--- config.mk ---
export PLATFORM = sky130hd
export DESIGN_NAME = pipe_hold_sched
export DESIGN_NICKNAME = d
export VERILOG_FILES = /design/src/rtl/tinyriscv_pkg.sv /design/src/rtl/hold_stall_wdt.sv /design/src/rtl/pipe_hold_sched.sv
export SDC_FILE = /design/constraint.sdc
export NUM_CORES = 1
export LEC_CHECK = 0
export BUFFER_PORTS_ARGS = -buffer_cell sky130_fd_sc_hd__buf_2
export CAP_MARGIN = 15
export CORE_MARGIN = 2
export CORE_UTILIZATION = 35
export CTS_CLUSTER_SIZE = 24
export DETAILED_ROUTE_END_ITERATION = 6
export PLACE_DENSITY_LB_ADDON = 0.15
export SKIP_LAST_GASP = 1
export SYNTH_ARGS = -nofsm -noshare
export SYNTH_HDL_FRONTEND = slang
export SYNTH_SLANG_ARGS = --single-unit
--- constraint.sdc ---
create_clock -name clk_i -period 2.4 [get_ports clk_i]
set_input_delay 0.48 -clock clk_i [delete_from_list [all_inputs] [get_ports clk_i]]
set_output_delay 0.48 -clock clk_i [all_outputs]
set_load 0.03 [all_outputs]
--- src/rtl/tinyriscv_pkg.sv ---
// Shared core definitions: pipeline hold encodings, bus widths and the hold scheduler state enum.
package tinyriscv_pkg;

  localparam int InstAddrW  = 32;
  localparam int HoldFlagW  = 2;

  localparam logic                 HoldEnable = 1'b1;
  localparam logic                 JumpEnable = 1'b1;

  localparam logic [HoldFlagW-1:0] Pipe_Flow  = 2'b00;
  localparam logic [HoldFlagW-1:0] Pipe_Pause = 2'b01;
  localparam logic [HoldFlagW-1:0] Pipe_Clear = 2'b10;

  localparam int FlushCntW = 3;

  typedef enum logic [2:0] {
    RUN    = 3'd0,
    FLUSH  = 3'd1,
    DRAIN  = 3'd2,
    HALTED = 3'd3,
    RESUME = 3'd4
  } hold_sched_state_e;

endpackage

--- src/rtl/hold_stall_wdt.sv ---
// Stall watchdog: counts consecutive paused RUN cycles and emits a single registered
// pulse when the count reaches StallLimit, saturating until the pause ends.
module hold_stall_wdt #(
  parameter int StallLimit = 255
) (
  input  logic clk_i,
  input  logic rst_ni,
  input  logic pause_i,
  output logic timeout_o
);

  localparam int CntW = $clog2(StallLimit + 1);
  localparam logic [CntW-1:0] Limit   = CntW'(StallLimit);
  localparam logic [CntW-1:0] LimitM1 = CntW'(StallLimit - 1);

  logic [CntW-1:0] cnt_q, cnt_d;
  logic            timeout_q, timeout_d;

  always_comb begin
    cnt_d     = cnt_q;
    timeout_d = 1'b0;
    if (!pause_i) begin
      cnt_d = '0;
    end else if (cnt_q != Limit) begin
      cnt_d     = cnt_q + CntW'(1);
      timeout_d = (cnt_q == LimitM1);
    end
  end

  always_ff @(posedge clk_i) begin
    if (!rst_ni) begin
      cnt_q     <= '0;
      timeout_q <= 1'b0;
    end else begin
      cnt_q     <= cnt_d;
      timeout_q <= timeout_d;
    end
  end

  assign timeout_o = timeout_q;

endmodule

--- src/rtl/pipe_hold_sched.sv ---
// Pipeline hold scheduler: stretched post-jump flushes, debug halt/drain/resume handshake.
// Optional stall watchdog enabled by defining PIPE_HOLD_SCHED_WDT_EN.
module pipe_hold_sched
  import tinyriscv_pkg::*;
#(
  parameter int FlushCycles = 1,
  parameter int StallLimit  = 255
) (
  input  logic                 clk_i,
  input  logic                 rst_ni,
  input  logic                 jump_flag_i,
  input  logic [InstAddrW-1:0] jump_addr_i,
  input  logic                 hold_ex_i,
  input  logic                 hold_rib_i,
  input  logic                 hold_clint_i,
  input  logic                 dbg_halt_req_i,
  input  logic                 dbg_resume_req_i,
  output logic [HoldFlagW-1:0] hold_flag_o,
  output logic                 jump_flag_o,
  output logic [InstAddrW-1:0] jump_addr_o,
  output logic                 dbg_halted_o,
  output logic                 stall_timeout_o
);

  localparam logic [FlushCntW-1:0] FlushReload = FlushCntW'(FlushCycles - 1);

  hold_sched_state_e    state_q, state_d;
  logic [FlushCntW-1:0] fcnt_q, fcnt_d;
  logic                 halted_q, halted_d;
  logic [HoldFlagW-1:0] hold_flag;
  logic                 jump_flag;
  logic                 jump_req, clint_req, stall_req;

  assign jump_req  = (jump_flag_i == JumpEnable);
  assign clint_req = (hold_clint_i == HoldEnable);
  assign stall_req = (hold_ex_i == HoldEnable) || (hold_rib_i == HoldEnable);

  always_comb begin
    state_d   = state_q;
    fcnt_d    = fcnt_q;
    hold_flag = Pipe_Flow;
    jump_flag = jump_flag_i;
    unique case (state_q)
      RUN: begin
        if (jump_req || clint_req) hold_flag = Pipe_Clear;
        else if (stall_req)        hold_flag = Pipe_Pause;
        if (jump_req && (FlushCycles > 1)) begin
          state_d = FLUSH;
          fcnt_d  = FlushReload;
        end else if (dbg_halt_req_i && !jump_req && !clint_req) begin
          state_d = DRAIN;
        end
      end
      FLUSH: begin
        hold_flag = Pipe_Clear;
        if (jump_req) begin
          fcnt_d = FlushReload;
        end else if (fcnt_q <= FlushCntW'(1)) begin
          state_d = RUN;
          fcnt_d  = '0;
        end else begin
          fcnt_d = fcnt_q - FlushCntW'(1);
        end
      end
      // A jump or interrupt flush while draining is honoured without abandoning the drain.
      DRAIN: begin
        if (jump_req || clint_req) begin
          hold_flag = Pipe_Clear;
        end else begin
          hold_flag = Pipe_Pause;
          if (!dbg_halt_req_i) state_d = RUN;
          else if (!stall_req) state_d = HALTED;
        end
      end
      HALTED: begin
        hold_flag = Pipe_Clear;
        jump_flag = 1'b0;
        if (dbg_resume_req_i && !dbg_halt_req_i) state_d = RESUME;
      end
      RESUME: begin
        hold_flag = Pipe_Clear;
        state_d   = RUN;
      end
      default: begin
        hold_flag = Pipe_Clear;
        state_d   = RUN;
        fcnt_d    = '0;
      end
    endcase
    halted_d = (state_d == HALTED);
  end

  always_ff @(posedge clk_i) begin
    if (!rst_ni) begin
      state_q  <= RUN;
      fcnt_q   <= '0;
      halted_q <= 1'b0;
    end else begin
      state_q  <= state_d;
      fcnt_q   <= fcnt_d;
      halted_q <= halted_d;
    end
  end

  assign hold_flag_o  = rst_ni ? hold_flag : Pipe_Clear;
  assign jump_flag_o  = rst_ni & jump_flag;
  assign jump_addr_o  = jump_addr_i;
  assign dbg_halted_o = halted_q;

`ifdef PIPE_HOLD_SCHED_WDT_EN
  logic wdt_pause;
  assign wdt_pause = (state_q == RUN) && (hold_flag == Pipe_Pause);

  hold_stall_wdt #(
    .StallLimit(StallLimit)
  ) u_wdt (
    .clk_i    (clk_i),
    .rst_ni   (rst_ni),
    .pause_i  (wdt_pause),
    .timeout_o(stall_timeout_o)
  );
`else
  assign stall_timeout_o = 1'b0;
`endif

endmodule

# --- After elaboration in Yosys (flattened, before gate mapping) ---
# Cells that the tools add are included.
op_classes:
  reduce_logical: 10
  eq_ne: 5
  addsub: 1
  magnitude_cmp: 1
  n_mux: 17
  n_bitwise: 1
op_table:
  columns: ["cell", "count"]
  rows:
  - ["3-bit two-way mux", 9]
  - ["3-bit case mux with 4 select lines", 1]
  - ["3-bit by 2-bit == test with 1-bit output, second input constant", 3]
  - ["2-bit two-way mux", 3]
  - ["3-bit case mux with 2 select lines", 1]
  - ["2-bit case mux with 2 select lines", 1]
  - ["4-bit OR reduction", 1]
  - ["3-bit by 1-bit == test with 1-bit output, second input constant", 1]
  - ["3-bit == test, second input constant", 1]
  - ["3-bit by 1-bit less-or-equal comparator with 1-bit output, second input constant", 1]
  - ["1-bit logical AND", 3]
  - ["1-bit zero test", 3]
  - ["3-bit zero test", 1]
  - ["3-bit by 1-bit subtractor with 3-bit output, second input constant", 1]
  - ["1-bit logical OR", 2]
  - ["1-bit two-way mux", 2]
  - ["1-bit bitwise AND", 1]
totals:
  output_inout_bits: 37
  word_cells: 38
  input_bits: 40
  regBits: 7

# --- Longest topological paths before layout ---
# Gate-level depths: netlist (run 1).
logic_depth:
  depth_word: 6
  mapped_depth: 6
  mapped_depth_nobuf: 6

# --- Least setup slack after synthesis (run 1) ---
# Ideal clock, no wire load.
synth_path:
  path_type: "input -> output"
  from: "in hold_clint_i"
  to: "out hold_flag_o[0]"
  n_path_buf: 0
  setup_slack_ns: 0.503
  path_stages: 3
  arrival_time_ns: 1.417
  required_ns: 1.920
  path_cell_list: "nor3_1 -> nand2_1 -> nor2_1"
synth_via:
  elab_chain_cells: 4
  word_cells_on_any_way: 5
  classes_between: "mux: 4; reduce/logical: 1"
synth_lines:
  columns: ["item", "line_no", "rtl"]
  rows:
  - ["from (decl)", "pipe_hold_sched.sv:15", "input logic hold_clint_i,"]
  - ["1-bit logical OR (*)", "pipe_hold_sched.sv:45, pipe_hold_sched.sv:67", null]
  - ["2-bit two-way mux, on equally long branches", "pipe_hold_sched.sv:67, pipe_hold_sched.sv:45", null]
  - ["2-bit case mux with 2 select lines (*)", "pipe_hold_sched.sv:43", "unique case (state_q)"]
  - ["2-bit two-way mux (*)", "pipe_hold_sched.sv:105", "assign hold_flag_o = rst_ni ? hold_flag : Pipe_Clear;"]
  - ["to (decl)", "pipe_hold_sched.sv:18", "output logic [HoldFlagW-1:0] hold_flag_o,"]
# Every way passes the cells marked *; elsewhere a longest branch is shown, timed or not.

# --- Worst setup path after layout (run 1) ---
layout_path:
  from: "reg state_q[0]"
  to: "out hold_flag_o[0]"
layout_via:
  elab_chain_cells: 3
  word_cells_on_any_way: 4
  classes_between: "eq/ne: 1; mux: 2; reduce/logical: 1"
layout_lines:
  columns: ["item", "line_no", "rtl"]
  rows:
  - ["from (decl)", "pipe_hold_sched.sv:27", "hold_sched_state_e state_q, state_d;"]
  - ["from (signal assigned)", "pipe_hold_sched.sv:99", "state_q <= state_d;"]
  - ["3-bit by 2-bit == test with 1-bit output / 3-bit zero test (equally long branches)", "pipe_hold_sched.sv:43", null]
  - ["2-bit case mux with 2 select lines (*)", "pipe_hold_sched.sv:43", null]
  - ["2-bit two-way mux (*)", "pipe_hold_sched.sv:105", null]
# Marked as above.

==> flow_summary.toml, run 1 <==
[placed_design]
dp_slack_ns = 0.720
port_buffers = 11
hpwl_um = 795
place.gp.congestion = 0.708

[cts]
cts_hold_buf = 0
cts_max_level = 1
clkLatencyLatePin_ns = 0.25
cts_max_path_buffers = 2
cts_tree = "done"
cts.sinks = 7
post-cts-setup-buffers = 0
cts-buffers-inserted = 3
clk_pin_slew_ns = 0.05
cts_root_buffer = "clkbuf_4"
cts_resized = 0

[synthesis]
syn_inst = 79
synthMuxAreaShare_pct = 1.55
synth_top_family_by_area = "buffers and inverters"
synth_warnings = 0
synthesis.area_um2 = 647
synth_fa_ha_area_share_pct = 3.87
synth_simple_gate_area_share_pct = 22.2
seq_area_frac_synth_pct = 21.7
synth_edf_count = 0
synth.largest_area_cell = "buf_4"
postSynth.asyncResetShare_pct = 0
avgSynthCellArea_um2 = 8.19
synthXorXnorAreaFrac_pct = 0
ys_seq_elements = 7
synth_area_leaders = "buf_4 (38%), dfxtp_1 (22%), nor2_1 (4.1%)"
synthFlopType = "dfxtp_1"
yosysUniqueCellTypes = 26
syn_nets = 121
synth_top_area_share_pct = 38.3
synth_compound_area_share_pct = 10.1

[timing]
hold_slack_ns = 0.493
fin_crit_ns = 1.75
rsz0062_at_grt = "false"
finalCritPeriodShare_pct = 72.7
fmax_mhz = 573
skew_ns = 0.00137
setup_viol_count_final = 0
tns_ns = 0
maxSlewViolCount = 0
hold_viol = 0
worst_slack_ns = 0.654

[setup_path]
timing.rr.end = "fcnt_q[2]"
rr_startpoint = "fcnt_q[1]"
crit_type = "reg2out"
crit_fanout = 5
required_ns = 1.92
cp-start-kind = "register"
crit_arrival_ns = 1.27
rrSetupSlack_ns = 0.85
end_kind = "primary output"
reg2reg_depth = 6

[power_and_ir_drop]
leakage_uw = 0.000219
power-per-cell-area_mw_per_mm2 = 493
ir_worst_vdd_uv = 177

[drt]
routed_wire_length_per_instance_um = 11.5
drt-initial-drc-count = 2
drtPass1Iterations = 2
totalWireLength_um = 990
postRouteAntennaNets = 0
num_vias = 396
drc = 0
via_per_inst = 4.60

[worst_hold_path]
min_path_type = "in2reg"
min_from = "rst_ni"
min_to = "state_q[2]"
min_path_cells = 3

[cells_and_area]
nets = 104
nFillCells = 219
final_cell_mix = "buf_2 (11), nor2_1 (7), dfxtp_1 (7)"
final_common_cell = "buf_2"
drive_gt1_share_pct = 26.2
diodes = 0
area.growth.synth_to_final_pct = -20.9

[die]
die_x_um = 47.0
die_h_um = 47.0
num_rows = 15
die_area_mm2 = 0.00221
coreArea_mm2 = 0.00173
start_util_pct = 37.5
io_pins = 77

[run]
maxCapViolations = 0

[grt]
grt_max_degree = 8
grt_pass1_wl_mm = 1.45
antenna_found_initial = 0
grt_pass1_vias = 364
grtUsageTotal_pct = 10.0
grt-ovfl-total = 0

[status]
status = "completed"
stage by stage:
step | instances | total power, uW | cell area [um2] | util (%)
floorplan | 79 | 239 | 647 | -
detailed placement | 82 | 150 | 485 | 28.1
global placement | 82 | 150 | 485 | 28.1
CTS | 86 | 257 | 512 | 29.6
global route | 86 | 271 | 512 | 29.6
finish | 86 | 252 | 512 | 29.6
cells in the mapped netlist (all sizes together) (2+ instances only):
cell type,instances
nor3b,2
nand2b,2
nand2,3
dfxtp,7
nor3,2
nor2,7
buf,33
ha,2
a211oi,2
inv,3
nor2b,3
critical path, stage by stage, from the launching register on:
cell	delay (ns)
dfxtp_1	0.36
nor3_1	0.26
nand2_1	0.10
nor2_1	0.10
buf_2	0.19
metal layers:
metal | track usage [%] | share of wire (%)
met2 | 14.8 | 45
met1 | 9.70 | 38
met4 | 15.0 | 4.9
met3 | 1.92 | 12
met5 | 0 | 0
cell type report:
class / count / area [um2] / area share, %
well taps: 25 / 31.3 / 6.11
repair buffers: 11 / 55.1 / 10.8
inverters: 3 / 11.3 / 2.20
multi-input cells: 36 / 248 / 48.4
flip-flops and latches: 7 / 140 / 27.4
clock buffers: 4 / 26.3 / 5.13
flip-flops by register name, indices dropped and copies added (netlist names):
signal	cells
dbg_halted_o	1
fcnt_q	3
state_q	3
worst max-delay path by stage:
stage                     cells after the start  slack [ns]         start             end
after floorplan                               3        0.50  hold_clint_i  hold_flag_o[0]
after global placement                        5        0.73  hold_clint_i  hold_flag_o[0]
after detailed placement                      5        0.72  hold_clint_i  hold_flag_o[0]
after CTS                                     4        0.65    state_q[0]  hold_flag_o[0]
after global routing                          4        0.57    state_q[0]  hold_flag_o[0]
final                                         4        0.65    state_q[0]  hold_flag_o[0]
report_power, final:
group / total (uW) / leakage, uW / switching (uW) / internal, uW
clock network: 105 / 0.0000150 / 41.4 / 63.3
registers: 119 / 0.0000565 / 1.25 / 117
logic: 29.0 / 0.000147 / 17.3 / 11.6
cell families (layout without fill, tap and decap cells):
kind of cell,after synthesis,in the layout
mux,1,1
buf+inv,36,18
simple gates,24,24
compound gates,8,8
flops,7,7
fa+ha+maj,2,2
other cells,1,1
No activity file was read; power rests on OpenSTA's default activity.
==> inputs of run 2 (changes only) <==
--- a/config.mk
+++ b/config.mk
@@ -8,7 +8,7 @@
 export BUFFER_PORTS_ARGS = -buffer_cell sky130_fd_sc_hd__buf_2
 export CAP_MARGIN = 15
 export CORE_MARGIN = 2
-export CORE_UTILIZATION = 35
+export CORE_UTILIZATION = 32
 export CTS_CLUSTER_SIZE = 24
 export DETAILED_ROUTE_END_ITERATION = 6
 export PLACE_DENSITY_LB_ADDON = 0.15
==> constraint.sdc (replaced) <==
create_clock -name clk_i -period 1.8 [get_ports clk_i]
set_input_delay 0.36 -clock clk_i [delete_from_list [all_inputs] [get_ports clk_i]]
set_output_delay 0.36 -clock clk_i [all_outputs]
set_load 0.03 [all_outputs]
==> run 2 against run 1 <==
Clock power rose by 41%. Utilization decreased by 3.2 points. Cell area increased by 0.49%. Critical path depth did not move. Clock skew fell by 0.00067 ns. Critical endpoint unchanged. Non-clock buffer count is the same.
==> flow_summary.toml, run 2 (synthesis results as in run 1) <==
[placed_design]
place.gp.congestion = 0.692
dp_slack_ns = 0.262
placed_cells = 84
port_buffers = 11
hpwl_um = 869

[cts]
cts_max_path_buffers = 2
cts_max_level = 1
cts-buffers-inserted = 3
cts_root_buffer = "clkbuf_4"
clkLatencyLatePin_ns = 0.25
post-cts-setup-buffers = 0
cts_tree = "done"
cts.sinks = 7
cts_hold_buf = 0
cts_resized = 0
clk_pin_slew_ns = 0.06

[drt]
drtPass1Iterations = 2
num_vias = 400
drt-initial-drc-count = 3
drc = 0
routed_wire_length_per_instance_um = 12.2
via_per_inst = 4.55
postRouteAntennaNets = 0
totalWireLength_mm = 1.07

[cells_and_area]
seq_area_um2 = 140
drive_gt1_share_pct = 26.2
final_common_cell = "buf_2"
post-route-util_pct = 26.5
multi_input_area_um2 = 248
diodes = 0
nets = 104
area.growth.synth_to_final_pct = -20.5
nFillCells = 234
final_cell_mix = "buf_2 (11), nor2_1 (7), dfxtp_1 (7)"
instances_no_fill = 88

[timing]
hold_slack_ns = 0.363
fin_crit_ns = 1.62
worst_slack_ns = 0.176
setup_viol_count_final = 0
finalCritPeriodShare_pct = 90.2
hold_viol = 0
tns_ns = 0
maxSlewViolCount = 0
skew_ns = 0.000700
rsz0062_at_grt = "false"
fmax_mhz = 616

[power_and_ir_drop]
seqPwrFrac_pct = 45.8
p_switching_uw = 88.2
ir_worst_vdd_uv = 301
internal_power_uw = 256
switching_share_pct = 25.6
pwr-share-clk_pct = 43.0
leakage_uw = 0.000219
p_comb_share_pct = 11.3
power-per-cell-area_mw_per_mm2 = 670

[setup_path]
crit_arrival_ns = 1.26
crit_type = "reg2out"
end_kind = "primary output"
crit_fanout = 5
cp-start-kind = "register"
required_ns = 1.44

[grt]
grt_max_degree = 8
grt_pass1_vias = 418
antenna_found_initial = 0
grt-ovfl-total = 0
grt_pass1_wl_mm = 1.79
grtUsageTotal_pct = 9.77

[die]
start_util_pct = 33.3
io_pins = 77
die_x_um = 49.0
die_area_mm2 = 0.00240
num_rows = 16
coreArea_mm2 = 0.00194
die_h_um = 49.0

[run]
maxCapViolations = 0

[worst_hold_path]
min_path_type = "in2reg"

[status]
status = "completed"
[run 2: cell type report]
type                            count  area share (%)
Sequential cell                     7            27.3
Tap cell                           27            6.57
Clock buffer                        4            5.11
Multi-Input combinational cell     36            48.2
Inverter                            3            2.19
Timing Repair Buffer               11            10.7
[run 2: power by group through the flow]
stage	registers [uW]	clock network (uW)	logic [uW]
2_1_floorplan	161	0	157
3_3_place_gp	161	0	39.7
3_5_place_dp	161	0	39.1
4_1_cts	158	157	39.2
5_1_grt	158	170	43.3
6_report	158	148	38.8
[run 2: routing by layer]
layer  share of wire, %  global-route usage (%)  vias to the layer above  wire [um]
li1                   -                       -                      194          -
met1                 39                    10.9                      181        422
met2                 46                    14.2                       23        488
met3                 14                    5.52                        2        152
met4               0.84                    6.19                        0          9
met5                  0                       0                        -          0
[run 2: path summary, 6_finish.rpt]
check | start | to | slack, ns | depth (start not counted)
max | state_q[0] | hold_flag_o[0] | 0.18 | 4
min | rst_ni | state_q[2] | 0.36 | 3
max reg2reg | fcnt_q[1] | fcnt_q[2] | 0.26 | 6
min reg2reg | fcnt_q[0] | fcnt_q[0] | 0.54 | 2
[run 2: worst max-delay path, stage by stage (launching register included)]
cell and delay, ns:
dfxtp_1 0.37, nor3_1 0.25, nand2_1 0.10, nor2_1 0.10, buf_2 0.19
[run 2: through the flow]
step	cell area, um2	total power (uW)
global route	514	371
CTS	514	354
global placement	488	201
detailed placement	488	200
floorplan	647	318
finish	514	345
==> inputs of run 3 (changes only) <==
--- a/config.mk
+++ b/config.mk
@@ -8,10 +8,11 @@
 export BUFFER_PORTS_ARGS = -buffer_cell sky130_fd_sc_hd__buf_2
 export CAP_MARGIN = 15
 export CORE_MARGIN = 2
-export CORE_UTILIZATION = 32
+export CORE_UTILIZATION = 29
 export CTS_CLUSTER_SIZE = 24
 export DETAILED_ROUTE_END_ITERATION = 6
 export PLACE_DENSITY_LB_ADDON = 0.15
+export SKIP_CTS_REPAIR_TIMING = 1
 export SKIP_LAST_GASP = 1
 export SYNTH_ARGS = -nofsm -noshare
 export SYNTH_HDL_FRONTEND = slang
==> constraint.sdc (replaced) <==
create_clock -name clk_i -period 1.4 [get_ports clk_i]
set_input_delay 0.28 -clock clk_i [delete_from_list [all_inputs] [get_ports clk_i]]
set_output_delay 0.28 -clock clk_i [all_outputs]
set_load 0.03 [all_outputs]
==> run 3 against run 2 <==
The run now ends with setup timing left. Total power rose by 31%. Global-route usage fell by 0.42 points. Clock skew up 0.0032 ns. Register-to-register slack worse by 0.34 ns. First-iteration DRC count decreased by 100%. Die area is 9.5% higher. Flip-flop and latch count stayed put. Worst setup slack worse by 0.26 ns. Non-clock buffer count is 4 higher. Count of clock-buffer cells in the layout did not move. Wire length up 12%. Clock power rose by 26%. Critical path type is now reg2reg. Critical endpoint is now fcnt_q[2]. Highest routed layer unchanged.
==> flow_summary.toml, run 3 (synthesis results as in run 1) <==
[cells_and_area]
area.growth.synth_to_final_pct = -4.84
instances_no_fill = 93
final_common_cell = "buf_2"
final_cell_mix = "buf_2 (10), nor2_1 (6), clkbuf_4 (4), buf_4 (4)"
drive_gt1_share_pct = 50.8
post-route-util_pct = 28.4
nFillCells = 253
diodes = 0
fin_area_um2 = 616
nets = 108

[placed_design]
port_buffers = 11
placed_cells = 88
hpwl_um = 907
dpl_cell_area_um2 = 519
place.gp.congestion = 0.670

[drt]
routed_wire_length_per_instance_um = 12.9
drc = 0
drtPass1Iterations = 1
totalWireLength_mm = 1.20
num_vias = 417
via_per_inst = 4.48
postRouteAntennaNets = 0
drt-initial-drc-count = 0

[timing]
hold_viol = 0
fin_crit_ns = 1.48
skew_ns = 0.00391
maxSlewViolCount = 0
setup_viol_count_final = 3
fmax_mhz = 674
rsz0062_at_grt = "true"
finalCritPeriodShare_pct = 106
worst_slack_ns = -0.0843

[grt]
grtUsageTotal_pct = 9.35
grt_pass1_wl_mm = 1.77
grt_pass1_vias = 404
grt-ovfl-total = 0
grt_max_degree = 7
antenna_found_initial = 0

[status]
violations = "setup timing"
status = "finished with violations"

[setup_path]
crit_arrival_ns = 1.68
cp_slowest_stage_delay_ns = 0.46
end_kind = "register"
crit_chain = "ha_4, o21bai_4, a2111o_1, nor3b_2, a21o_1"
required_ns = 1.60
cp_top_family = "compound AO/OA/AOI/OAI gates"
rrSetupSlack_ns = -0.08
cp_slowest_cell = "a2111o_1"
crit_type = "reg2reg"
worst-path-buf-inv = 0
cp-start-kind = "register"
crit_fanout = 3

[cts]
cts-buffers-inserted = 3
cts_max_level = 1
cts_tree = "done"
clk_pin_slew_ns = 0.06
cts_root_buffer = "clkbuf_4"
cts.sinks = 7
cts_max_path_buffers = 2
clkLatencyLatePin_ns = 0.25

[die]
die_x_um = 51.2
start_util_pct = 29.8
io_pins = 77
die_area_mm2 = 0.00262
die_h_um = 51.2
num_rows = 17
coreArea_mm2 = 0.00217

[power_and_ir_drop]
leakage_uw = 0.000248
power-per-cell-area_mw_per_mm2 = 731
ir_worst_vdd_uv = 360

[run]
maxCapViolations = 0

[worst_hold_path]
min_path_type = "in2reg"
==> run 3: stage by stage <==
stage / total power (uW) / setup TNS, ns / hold WS, ns / worst slack [ns]
after floorplan: 411 / -0.0127 / 0.394 / -0.0127
after global routing: 481 / -0.544 / 0.278 / -0.147
after CTS: 459 / -0.555 / 0.270 / -0.229
after detailed placement: 263 / -0.0521 / 0.538 / -0.0521
after global placement: 264 / -0.0306 / 0.527 / -0.0306
final: 450 / -0.170 / 0.274 / -0.0843
==> run 3: layer usage <==
metal	part of all wire [%]	wire length, um	vias to the layer above	GRT usage (%)
li1	-	-	204	-
met1	41	499	183	10.5
met2	45	539	24	12.3
met3	11	136	6	5.56
met4	2.2	27	0	7.89
met5	0	0	-	0
==> run 3: final timing paths <==
path,start,to,cells past startpoint
max,fcnt_q[0],fcnt_q[2],5
min,rst_ni,state_q[2],3
max reg2reg,fcnt_q[0],fcnt_q[2],5
min reg2reg,fcnt_q[2],fcnt_q[2],1
==> run 3: layout make-up <==
cell class / count / area, um2 / area share, %
inverter: 3 / 13.8 / 2.24
clock buffer: 4 / 26.3 / 4.27
tap: 28 / 35.0 / 5.69
timing repair buffer: 15 / 87.6 / 14.2
multi-input combinational: 36 / 305 / 49.6
sequential: 7 / 148 / 24.0
==> run 3: power by group <==
group          switching (uW)  internal [uW]
Combinational            35.8           25.3
Clock                    78.5            109
Sequential               2.15            199
==> run 3: worst register-to-register path: stages, from the launching register on <==
cell      delay, ns
dfxtp_1        0.37
ha_4           0.18
o21bai_4       0.16
a2111o_1       0.46
nor3b_2        0.17
a21o_1         0.09
